**config.mk**
```make
export PLATFORM = sky130hd
export DESIGN_NAME = alu_seq_unit
export DESIGN_NICKNAME = d
export VERILOG_FILES = /design/src/rtl/alu_pkg.sv /design/src/rtl/alu_mul_iter.sv /design/src/rtl/alu_seq_unit.sv
export SDC_FILE = /design/constraint.sdc
export NUM_CORES = 1
export LEC_CHECK = 0
export CAP_MARGIN = 15
export CELL_PAD_IN_SITES_DETAIL_PLACEMENT = 1
export CELL_PAD_IN_SITES_GLOBAL_PLACEMENT = 2
export CORE_AREA = 2 2 63 110
export DETAILED_ROUTE_END_ITERATION = 7
export DIE_AREA = 0 0 65 112
export PLACE_DENSITY_LB_ADDON = 0.3
export RECOVER_POWER = 50
export SETUP_SLACK_MARGIN = 0.15
export SLEW_MARGIN = 5
export SYNTH_ARGS = -nofsm -noshare
export SYNTH_HDL_FRONTEND = slang
export SYNTH_SLANG_ARGS = --single-unit
```
**constraint.sdc**
```tcl
create_clock -name clk -period 1.4 [get_ports clk]
set_input_delay 0.42 -clock clk [delete_from_list [all_inputs] [get_ports clk]]
set_output_delay 0.42 -clock clk [all_outputs]
set_load 0.01 [all_outputs]
```
**src/rtl/alu_pkg.sv**
```systemverilog
// Shared function codes, FSM state type and build-time feature flag for alu_seq_unit.
// Optional multiplier is enabled by defining the macro ALU_MUL_EN.
package alu_pkg;

    localparam logic [3:0] FN_PASS_A = 4'd0;
    localparam logic [3:0] FN_ADD    = 4'd1;
    localparam logic [3:0] FN_SUB    = 4'd2;
    localparam logic [3:0] FN_AND    = 4'd3;
    localparam logic [3:0] FN_OR     = 4'd4;
    localparam logic [3:0] FN_XOR    = 4'd5;
    localparam logic [3:0] FN_NOT    = 4'd6;
    localparam logic [3:0] FN_INC    = 4'd7;
    localparam logic [3:0] FN_DEC    = 4'd8;
    localparam logic [3:0] FN_PASS_B = 4'd9;
    localparam logic [3:0] FN_SHL    = 4'd10;
    localparam logic [3:0] FN_SHR    = 4'd11;
    localparam logic [3:0] FN_SAR    = 4'd12;
    localparam logic [3:0] FN_MUL    = 4'd13;
    localparam logic [3:0] FN_LT     = 4'd14;
    localparam logic [3:0] FN_ZERO   = 4'd15;

    typedef enum logic [1:0] {
        IDLE = 2'd0,
        EXEC = 2'd1,
        DONE = 2'd2
    } state_t;

`ifdef ALU_MUL_EN
    localparam bit MUL_EN = 1'b1;
`else
    localparam bit MUL_EN = 1'b0;
`endif

endpackage

```
**src/rtl/alu_mul_iter.sv**
```systemverilog
// Iterative shift-add multiplier: one bit of b per cycle, WIDTH cycles after start.
// Only instantiated when ALU_MUL_EN is defined.
module alu_mul_iter #(
    parameter int WIDTH = 4
) (
    input  logic                 clk,
    input  logic                 rst,
    input  logic                 start,
    input  logic [WIDTH-1:0]     a,
    input  logic [WIDTH-1:0]     b,
    output logic                 done,
    output logic [2*WIDTH-1:0]   product
);

    localparam int CW = $clog2(WIDTH + 1);

    logic [2*WIDTH-1:0] acc;
    logic [2*WIDTH-1:0] mcand;
    logic [WIDTH-1:0]   mplier;
    logic [CW-1:0]      cnt;
    logic               busy;

    always_ff @(posedge clk or posedge rst) begin
        if (rst) begin
            acc    <= '0;
            mcand  <= '0;
            mplier <= '0;
            cnt    <= '0;
            busy   <= 1'b0;
        end else if (start) begin
            acc    <= '0;
            mcand  <= {{WIDTH{1'b0}}, a};
            mplier <= b;
            cnt    <= CW'(WIDTH);
            busy   <= 1'b1;
        end else if (busy) begin
            if (cnt != '0) begin
                if (mplier[0]) acc <= acc + mcand;
                mcand  <= mcand << 1;
                mplier <= mplier >> 1;
                cnt    <= cnt - CW'(1);
            end else begin
                busy <= 1'b0;
            end
        end
    end

    // Product is final once every multiplier bit has been consumed.
    assign done    = busy && (cnt == '0);
    assign product = acc;

endmodule

```
**src/rtl/alu_seq_unit.sv**
```systemverilog
// Handshaked registered ALU with a wrapping completed-transaction counter.
// Define ALU_MUL_EN to make F=13 an iterative WIDTH-cycle multiply; otherwise F=13 yields 0.
module alu_seq_unit
    import alu_pkg::*;
#(
    parameter int WIDTH = 4,
    parameter int CNT_W = 8
) (
    input  logic             clk,
    input  logic             rst,
    input  logic [WIDTH-1:0] A,
    input  logic [WIDTH-1:0] B,
    input  logic             Cin,
    input  logic [3:0]       F,
    input  logic             in_valid,
    output logic             in_ready,
    output logic [WIDTH-1:0] D,
    output logic             Co,
    output logic             out_valid,
    input  logic             out_ready,
    output logic [CNT_W-1:0] op_count
);

    state_t state, state_next;

    logic             accept;
    logic             mul_done;
    logic [WIDTH-1:0] comb_d;
    logic             comb_co;
    logic [WIDTH:0]   sum, diff, inc, dec;

    localparam logic [WIDTH:0] ONE = {{WIDTH{1'b0}}, 1'b1};

    assign accept = in_valid && in_ready;

    // Borrow falls out as the top bit of the widened difference.
    assign sum  = {1'b0, A} + {1'b0, B} + {{WIDTH{1'b0}}, Cin};
    assign diff = {1'b0, A} - {1'b0, B} - {{WIDTH{1'b0}}, Cin};
    assign inc  = {1'b0, A} + ONE;
    assign dec  = {1'b0, A} - ONE;

`ifdef ALU_MUL_EN
    logic [2*WIDTH-1:0] mul_prod;

    alu_mul_iter #(.WIDTH(WIDTH)) u_mul (
        .clk     (clk),
        .rst     (rst),
        .start   (accept && (F == FN_MUL)),
        .a       (A),
        .b       (B),
        .done    (mul_done),
        .product (mul_prod)
    );
`else
    assign mul_done = 1'b0;
`endif

    always_comb begin
        // NOTE: defaults first so every path assigns every output and no latch is inferred.
        comb_d  = '0;
        comb_co = 1'b0;
        case (F)
            FN_PASS_A: comb_d = A;
            FN_ADD:    {comb_co, comb_d} = sum;
            FN_SUB:    {comb_co, comb_d} = diff;
            FN_AND:    comb_d = A & B;
            FN_OR:     comb_d = A | B;
            FN_XOR:    comb_d = A ^ B;
            FN_NOT:    comb_d = ~A;
            FN_INC:    {comb_co, comb_d} = inc;
            FN_DEC:    {comb_co, comb_d} = dec;
            FN_PASS_B: comb_d = B;
            FN_SHL:    begin comb_d = {A[WIDTH-2:0], 1'b0};     comb_co = A[WIDTH-1]; end
            FN_SHR:    begin comb_d = {1'b0, A[WIDTH-1:1]};     comb_co = A[0];       end
            FN_SAR:    begin comb_d = {A[WIDTH-1], A[WIDTH-1:1]}; comb_co = A[0];     end
            FN_LT:     comb_d = {{(WIDTH-1){1'b0}}, (A < B)};
            FN_MUL, FN_ZERO: comb_d = '0;
            default:   comb_d = '0;
        endcase
    end

    // NOTE: sequential state uses non-blocking assignments so all registers update from pre-edge values.
    always_ff @(posedge clk or posedge rst) begin
        if (rst) state <= IDLE;
        else     state <= state_next;
    end

    always_comb begin
        state_next = state;
        case (state)
            IDLE: if (accept) state_next = (MUL_EN && (F == FN_MUL)) ? EXEC : DONE;
            EXEC: if (mul_done) state_next = DONE;
            DONE: if (out_ready) state_next = IDLE;
            default: state_next = IDLE;
        endcase
    end

    always_comb begin
        in_ready  = (state == IDLE);
        out_valid = (state == DONE);
    end

    // Result registers load only on entry to DONE, so they hold under backpressure.
    always_ff @(posedge clk or posedge rst) begin
        if (rst) begin
            D  <= '0;
            Co <= 1'b0;
        end else if ((state == IDLE) && (state_next == DONE)) begin
            D  <= comb_d;
            Co <= comb_co;
        end
`ifdef ALU_MUL_EN
        else if ((state == EXEC) && mul_done) begin
            D  <= mul_prod[WIDTH-1:0];
            Co <= |mul_prod[2*WIDTH-1:WIDTH];
        end
`endif
    end

    always_ff @(posedge clk or posedge rst) begin
        if (rst)                         op_count <= '0;
        else if (out_valid && out_ready) op_count <= op_count + CNT_W'(1);
    end

endmodule

```
==> reports/results.ini <==
[global_route]
grt_pass1_vias = 2356
grt_start_max_net_pins = 16
grt_overflow = 0
track_usage_pct = 20.65
grt_pass1_wl_microns = 11580
grt_antenna_before_repair = 0

[final_layout]
drive_gt1_share_pct = 49.54
fin_util_pct = 48.62
insertedDiodeCount = 0
syn_to_final_growth_pct = 78.96
finalNetCount = 372

[timing]
slew_headroom_pct = 72.90
setup_viol_count_final = 10
layout_min_cycle_time_ps = 2169
hold_viol_final = 0
fin_skew_ps = 1.490
rsz0062_at_grt = true
period_share_pct = 154.9
fin_ws_ps = -768.5
holdWs_ps = 534.7
clock.fmax_mhz = 461.1
slew_viol_final = 0
tightest_slew_ps = 396.2

[clocking]
clkLatencyLatePin_ps = 250
cts-root-buf = clkbuf_16
postCtsHoldBufs = 0
numClockSinks = 15
cts_buffer_depth = 2
clkTransAtPathRegs_ps = 50
cts_made_buffers = 3
h-tree-depth = 1
cts_tree = yes

[logic_synthesis]
synthArstFlopShare_pct = 100.0
synth_top_family_by_area = compound AO/OA/AOI/OAI gates
synth_area_sq_um = 1737
ys_seq_area_share_pct = 21.61
synthesis.nets = 258
synth-simple-area-share_pct = 21.04
ys_ff_latch = 15
yosysWarnings = 0
synth-edff-count = 0
yosys-mux-area-fraction_pct = 1.153
avgSynthCellArea_sq_um = 8.040
syn_inst = 216
ys.flop_type = dfrtp_1
synth_compound_area_share_pct = 21.69
yosysUniqueCellTypes = 46
yosys.area_share.xor_xnor_pct = 7.061
synthAdderAreaFrac_pct = 19.74

[power_and_ir_drop]
clkPwrFrac_pct = 22.6
powerDensity_nw_per_um2 = 806.9
combPwrFrac_pct = 53.3
p_int_mw = 1.607
p_sw_uw = 900.6
switching_share_pct = 35.91
p_leak_nw = 1.464
power_frac_seq_pct = 24.0
max-vdd-ir-drop_uv = 357.9

[die]
fp.dieW_microns = 65
fp.dieH_microns = 112
io_pins = 32
core_area_sq_um = 6392
initial_utilization_pct = 27.17
dieArea_sq_um = 7280
rows = 39

[placed_design]
hpwl_microns = 5325
portBuffers = 31
gp_congestion = 0.8702

[job]
cap_violations = 0

[critical_path]
startpoint_type = primary input
crit_chain = buf_8, fa_2, inv_2, ha_4, nor2_4, fa_2, o31ai_4, a221oi_2, a31oi_1
crit_buf_inv = 2
endpoint_kind = register
critical_path_class = primary input to register
cp_slowest_cell = fa_2
cpPeakStageDelay_ps = 600
critPathMostFrequentCell = fa_2
cp_top_family = adder cells
worst_ep_arrival_time_ps = 2340
worstPathRequired_ps = 1570
crit_fanout = 2

[hold_path]
hold_path_class = register to register

[status]
failed_checks = setup timing
outcome = finished with violations

[routing]
wl_per_cell_microns = 17.11
antenna_left = 0
drtIter0Drc = 88
vias = 2080
wl_microns = 7032
drc_errors = 0
drt_first_pass_iters = 4
vias_per_cell = 5.061

synthesized netlist by cell type (all sizes together), types with 2 or more instances:
cell     count  area (sq um)
nor3         2         10.01
nor2b        8         50.05
a2111oi      3         26.28
nand3       10         50.05
buf          9         50.04
clkbuf       4         15.01
nand2b       3         18.77
mux2i        2         20.02
nand4        2         12.51
and3         3         18.77
o22ai        4         25.02
ha          21         262.8
a21oi        9         45.04
a22oi        3         22.52
o32ai        2         17.52
o21ai       14         70.07
a21boi       2         15.02
nand2       19         71.32
xnor2        7         61.31
nand3b       5         37.54
fa           4         80.08
xor2         7         61.31
a21o         2         15.01
a211oi       2         15.01
dfrtp       15         375.4
a31oi        7         43.79
nor2        15         56.30
inv         17         63.81
layout make-up:
type / instances / area (sq um)
Clock buffer: 3 / 75.07
Clock inverter: 1 / 5.005
Fill cell: 763 / 3284
Inverter: 18 / 71.32
Multi-Input combinational cell: 170 / 1508
Sequential cell: 15 / 375.4
Tap cell: 82 / 102.6
Timing Repair Buffer: 122 / 970.9
final timing paths:
| path | from | to | slack, ps | cells after the start |
|---|---|---|---|---|
| max in group asynchronous | rst | state[0]$_DFF_PP0_ | 400 | 3 |
| worst max register to register | state[0]$_DFF_PP0_ | D[3]$_DFFE_PP0P_ | -230 | 6 |
| worst min-delay path | D[3]$_DFFE_PP0P_ | D[3]$_DFFE_PP0P_ | 530 | 2 |
| min in group asynchronous | rst | Co$_DFFE_PP0P_ | 710 | 3 |
| worst min register to register | D[3]$_DFFE_PP0P_ | D[3]$_DFFE_PP0P_ | 530 | 2 |
| worst max-delay path | Cin | D[1]$_DFFE_PP0P_ | -770 | 9 |
timing repair:
item / in CTS / in global routing
setup buffers: 15 / 3
cloned: 0 / 1
endpoints found under the setup margin: 26 / 14
pin swaps: 32 / 13
gates resized for setup: 167 / 9
cells in the final DEF, fill, tap and decap left out, types with 3 or more instances in the layout:
master and count:
fa_2 3, a22oi_1 3, inv_1 11, nand2_1 16, o22ai_1 4, nor2_1 10, nand3b_1 5, nand3_1 8
nor2_4 3, dfrtp_1 15, buf_6 18, ha_1 14, ha_4 6, dlygate4sd2_1 7, clkbuf_16 3, inv_2 5
a21oi_1 6, xor2_1 6, xnor2_1 6, buf_4 72, o21ai_0 13, buf_2 18, a21oi_2 3, a31oi_1 6
nor2b_1 7
power by group through the flow:
| stage | combinational (mW) | sequential [mW] | clock (mW) |
|---|---|---|---|
| after floorplan | 0.416 | 0.698 | 0 |
| after global placement | 1.18 | 0.608 | 0 |
| after detailed placement | 1.19 | 0.615 | 0 |
| after CTS | 1.29 | 0.605 | 0.581 |
| after global routing | 1.47 | 0.616 | 0.602 |
| final | 1.34 | 0.603 | 0.568 |
routing by layer:
layer	part of all wire [%]	up-vias	global-route usage, %	wire length [microns]
met3	3.0	26	1.515	212
met5	0	-	0	0
met2	57	63	41.03	3975
met1	35	1001	20.24	2457
li1	-	990	-	-
met4	5.5	0	10.35	387
kinds of logic after synthesis:
group           after synthesis
buf+inv                      31
compound gates               57
simple gates                 72
flops                        15
mux                           2
fa+ha+maj                    25
xor+xnor                     14
worst reg2reg max path, cell delays in order (launching register included):
cell	delay, ps
dfrtp_1	370
clkbuf_1	140
nor2_4	140
nand2_1	180
a221o_1	330
a211oi_2	240
a21oi_1	90
through the flow:
stage / instance area [sq um] / std cells / TNS, ps / setup slack (ps) / total power, mW
2_1_floorplan: 1740 / 216 / -3108 / -778.6 / 1.114
3_3_place_gp: 2628 / 388 / -8504 / -1339 / 1.786
3_5_place_dp: 2628 / 388 / -8658 / -1386 / 1.804
4_1_cts: 3052 / 407 / -3372 / -788.3 / 2.480
5_1_grt: 3108 / 411 / -4340 / -840.7 / 2.684
6_report: 3108 / 411 / -3521 / -768.5 / 2.508
flip-flops by register name, indices dropped and copies added (netlist names):
| signal | cells |
|---|---|
| state | 2 |
| Co | 1 |
| D | 4 |
| op_count | 8 |
Power figures use the tool's default switching activity.
